[src/rtl/tdm_pkg.sv]
// Shared types and defaults for the TDM serializer slice.
package tdm_pkg;

    typedef enum logic [0:0] {
        IDLE  = 1'b0,
        SHIFT = 1'b1
    } state_t;

    localparam int unsigned DEFAULT_N_CH = 4;

endpackage

[src/rtl/tdm_serializer_mux.sv]
// 4:1 bit multiplexer: O = I[S].
module tdm_serializer_mux (
    input  logic [3:0] I,
    input  logic [1:0] S,
    output logic       O
);

    always_comb begin
        O = 1'b0;
        case (S)
            2'd0: O = I[0];
            2'd1: O = I[1];
            2'd2: O = I[2];
            2'd3: O = I[3];
            default: O = 1'b0;
        endcase
    end

endmodule

[src/rtl/tdm_serializer.sv]
// Parallel-to-serial TDM feeder: latches a word and walks a channel select through it,
// presenting one bit per output beat with start/end-of-frame markers.
module tdm_serializer
    import tdm_pkg::*;
#(
    parameter int unsigned N_CH  = DEFAULT_N_CH,
    localparam int unsigned SEL_W = $clog2(N_CH)
) (
    input  logic             clk,
    input  logic             reset,
    input  logic [N_CH-1:0]  in_data,
    input  logic             in_valid,
    output logic             in_ready,
    output logic             ser_o,
    output logic [SEL_W-1:0] sel_o,
    output logic             out_valid,
    input  logic             out_ready,
    output logic             sof_o,
    output logic             eof_o
);

    localparam logic [SEL_W-1:0] LAST_SEL = SEL_W'(N_CH - 1);

    state_t            state_q, state_d;
    logic [N_CH-1:0]   hold_q, hold_d;
    logic [SEL_W-1:0]  sel_q, sel_d;

    always_ff @(posedge clk or negedge reset) begin
        if (!reset) begin
            state_q <= IDLE;
            hold_q  <= '0;
            sel_q   <= '0;
        end else begin
            state_q <= state_d;
            hold_q  <= hold_d;
            sel_q   <= sel_d;
        end
    end

    always_comb begin
        state_d = state_q;
        hold_d  = hold_q;
        sel_d   = sel_q;
        unique case (state_q)
            IDLE: begin
                if (in_valid) begin
                    hold_d  = in_data;
                    sel_d   = '0;
                    state_d = SHIFT;
                end
            end
            SHIFT: begin
                if (out_ready) begin
                    if (sel_q != LAST_SEL) begin
                        sel_d = sel_q + SEL_W'(1);
                    end else if (in_valid) begin
                        // Last beat and a new word on the same edge: no bubble.
                        hold_d = in_data;
                        sel_d  = '0;
                    end else begin
                        sel_d   = '0;
                        state_d = IDLE;
                    end
                end
            end
            default: state_d = IDLE;
        endcase
    end

    assign out_valid = (state_q == SHIFT);
    assign in_ready  = (state_q == IDLE) || ((sel_q == LAST_SEL) && out_ready);
    assign sel_o     = sel_q;
    assign sof_o     = out_valid && (sel_q == '0);
    assign eof_o     = out_valid && (sel_q == LAST_SEL);

    generate
        if (N_CH == 4) begin : g_mux4
            tdm_serializer_mux u_mux (
                .I (hold_q),
                .S (sel_q),
                .O (ser_o)
            );
        end else begin : g_index
            assign ser_o = hold_q[sel_q];
        end
    endgenerate

endmodule

[config.mk]
export PLATFORM = sky130hd
export DESIGN_NAME = tdm_serializer
export DESIGN_NICKNAME = d
export VERILOG_FILES = /design/src/rtl/tdm_pkg.sv /design/src/rtl/tdm_serializer_mux.sv /design/src/rtl/tdm_serializer.sv
export SDC_FILE = /design/constraint.sdc
export NUM_CORES = 1
export LEC_CHECK = 0
export ABC_CLOCK_PERIOD_IN_PS = 1000
export CAP_MARGIN = 10
export CORE_MARGIN = 4
export CORE_UTILIZATION = 29
export DETAILED_ROUTE_END_ITERATION = 8
export GPL_TIMING_DRIVEN = 0
export SYNTH_ARGS = -nofsm -noshare
export SYNTH_HDL_FRONTEND = slang
export SYNTH_HIERARCHICAL = 1
export SYNTH_SLANG_ARGS = --single-unit
[constraint.sdc]
create_clock -name clk -period 1 [get_ports clk]
set_input_delay 0.2 -clock clk [delete_from_list [all_inputs] [get_ports clk]]
set_output_delay 0.2 -clock clk [all_outputs]
set_load 0.005 [all_outputs]
==> out/results.ini <==
[floorplanning]
io_pins=15
die-area_sq_um=2120
rows=13
coreArea_sq_um=1330
die_h_um=46.1
initial_core_util=0.315
die_w_um=46.1

[power]
powerDensity_nw_per_um2=2840
leakage_nw=0.352
p_total_mw=2.17
ir_drop_uv=1320

[final_layout]
fillers=110
fin_nets=75
drive_gt1_frac=0.603
antenna_cells=0
syn_to_final_growth_pct=81.3

[global_route]
grt_first_pass_wirelength_mm=1.86
grt_overflow=0
grt_max_degree=9
grt_antenna_before_repair=0
grt.total_usage=0.128
grt_pass1_vias=415

[detailed_routing]
routed_via_density=4.72
wirelength_mm=1.10
drc_errors=0
wl_per_cell_um=14.1
ant_nets=0
vias=368
drt_pass1_iterations=3
dr.first_iter.drc_count=6

[synthesis]
synth_nets=49
syn_avg_cell_area_sq_um=11.1
synth_cell_types=15
yosysSeqAreaShare=0.417
synth_cells=38
ys_seq_elements=7
syn_area_sq_um=420
yosysWarnings=6

[critical_path]
path_delay_family=multiplexers
crit_type=reg -> out
path_cells=mux4_2 -> buf_2
slowest_stage=mux4_2
cp_data_arrival_time_ns=1.28
cp_max_fo=3
slowest_delay_ns=0.50
critPathCaptureType=output pin
start_kind=register
worst-path-buf-inv=1
crit_required_ns=0.80

[cts]
clkLatencyLatePin_ns=0.25
cts_buffers=3
htree_levels=1
clk_path_buf_depth=2
cts_tree=built
clk_pin_slew_ns=0.05
clock_sinks=7
clockRootBuffer=clkbuf_4

[run_status]
violations=negative setup slack
status=complete, but fails checks

[sta]
timing.fmax_ghz=0.677
setup_ws_ns=-0.477
finClkSkew_ns=0.00143
period_share=1.48
timing.hold.ws_ns=0.215
hold_viol_final=0
setup_violations=13
slew_violations=0
tns_ns=-4.23
post-route-min-period_ns=1.48
worstMarginPinSlew_ns=0.339
max_slew_margin=0.773
rsz0062_at_grt=true

[flow_run]
maxCapViolCount=0

[worst_hold_path]
hold_class=in -> async

[placement]
routabilityCongestion=0.709
portBuffers=14
hpwlAfterDp_um=674

[power breakdown]
| part | leakage (nW) | internal, mW | total (mW) | switching (mW) |
|---|---|---|---|---|
| Clock | 0.0150 | 0.152 | 0.259 | 0.107 |
| Combinational | 0.257 | 0.865 | 1.39 | 0.520 |
| Sequential | 0.0803 | 0.419 | 0.522 | 0.103 |
| Total | 0.352 | 1.44 | 2.17 | 0.730 |
[cell usage in the layout (no fill, tap or decap)]
master           instances
buf_6                    9
clkbuf_1                 1
nand2_2                  1
buf_4                    2
clkbuf_2                 2
nor2b_4                  1
buf_2                    2
o32ai_2                  3
and3_4                   1
dfrtp_2                  2
dfrtp_1                  5
mux4_2                   1
clkdlybuf4s50_1          6
ha_4                     3
inv_4                    1
dlygate4sd2_1            1
clkbuf_4                 3
a32o_2                   2
o32ai_4                  1
mux2i_1                  1
inv_1                    5
or2_1                    1
a21boi_4                 1
and2_2                   1
nor2_4                   1
nand2_1                  5
and2_4                   1
[sequential cells by signal, indices dropped and copies added, names as in the netlist]
signal	count
hold_q	4
sel_o	2
out_valid	1
[layout make-up]
| type | instances | area, sq um | area share |
|---|---|---|---|
| Buffer | 1 | 11.3 | 0.0148 |
| Clock buffer | 4 | 26.3 | 0.0345 |
| Inverter | 6 | 25.0 | 0.0328 |
| Multi-Input combinational cell | 24 | 309 | 0.406 |
| Sequential cell | 7 | 178 | 0.233 |
| Tap cell | 15 | 18.8 | 0.0246 |
| Timing Repair Buffer | 21 | 194 | 0.255 |
[final timing paths]
| kind | startpoint | endpoint | slack (ns) | cells past startpoint |
|---|---|---|---|---|
| max | sel_o[0] | ser_o | -0.48 | 2 |
| max in group asynchronous | reset | sel_o[1] | 0.51 | 1 |
| min in group clk | in_data[1] | hold_q[1] | 0.53 | 3 |
| min | reset | hold_q[3] | 0.22 | 1 |
| min reg2reg | hold_q[0] | hold_q[0] | 0.57 | 2 |
| max reg2reg | sel_o[0] | hold_q[3] | -0.36 | 5 |
[Yosys cell counts]
cell type | n | area share
nor2b_4 | 1 | 0.033
a32o_2 | 2 | 0.054
mux2i_1 | 1 | 0.024
a21boi_2 | 1 | 0.027
inv_1 | 6 | 0.054
ha_1 | 3 | 0.089
or2_1 | 1 | 0.015
and2_2 | 2 | 0.036
buf_6 | 1 | 0.027
mux4_2 | 1 | 0.054
nor2_1 | 1 | 0.0089
and3_4 | 1 | 0.027
dfrtp_1 | 7 | 0.42
o32ai_1 | 4 | 0.083
nand2_1 | 6 | 0.054
[worst reg2reg max path, cell delays in order (launching register included)]
cell and delay [ns]:
dfrtp_2 0.42, buf_6 0.13, buf_6 0.12, ha_4 0.17
and3_4 0.21, o32ai_2 0.21
[timing repair]
item	CTS	global route
setup endpoints to repair	14	13
hold buffers	0	0
buffers inserted	6	1
pin swaps	6	3
gates resized for setup	46	7
[through the flow]
stage	instances	instance area, sq um	utilization	worst slack (ns)
after CTS	77	733	0.550	-0.493
after detailed placement	67	583	0.437	-0.624
after global placement	67	583	0.437	-0.619
after global routing	78	762	0.571	-0.510
after floorplan	38	424	-	-0.122
final	78	762	0.571	-0.477
[layer usage]
metal  part of all wire  track usage  vias to the layer above  routed length [um]
met3              0.047       0.0469                        2                  52
met2               0.52        0.206                       10                 576
met4             0.0091       0.0511                        0                  10
met5                  0            0                        -                   0
li1                   -            -                      184                   -
met1               0.42        0.153                      172                 462
[kinds of logic after synthesis]
kind of cell               count (synthesis)  share of synthesized area
and+or+nand+nor                           12                      0.173
AOI/OAI and AO/OA                          7                      0.164
buffers and inverters                      7                     0.0804
DFF                                        7                      0.417
adders and majority gates                  3                     0.0893
muxes                                      2                     0.0774
Power figures use the tool's default switching activity.
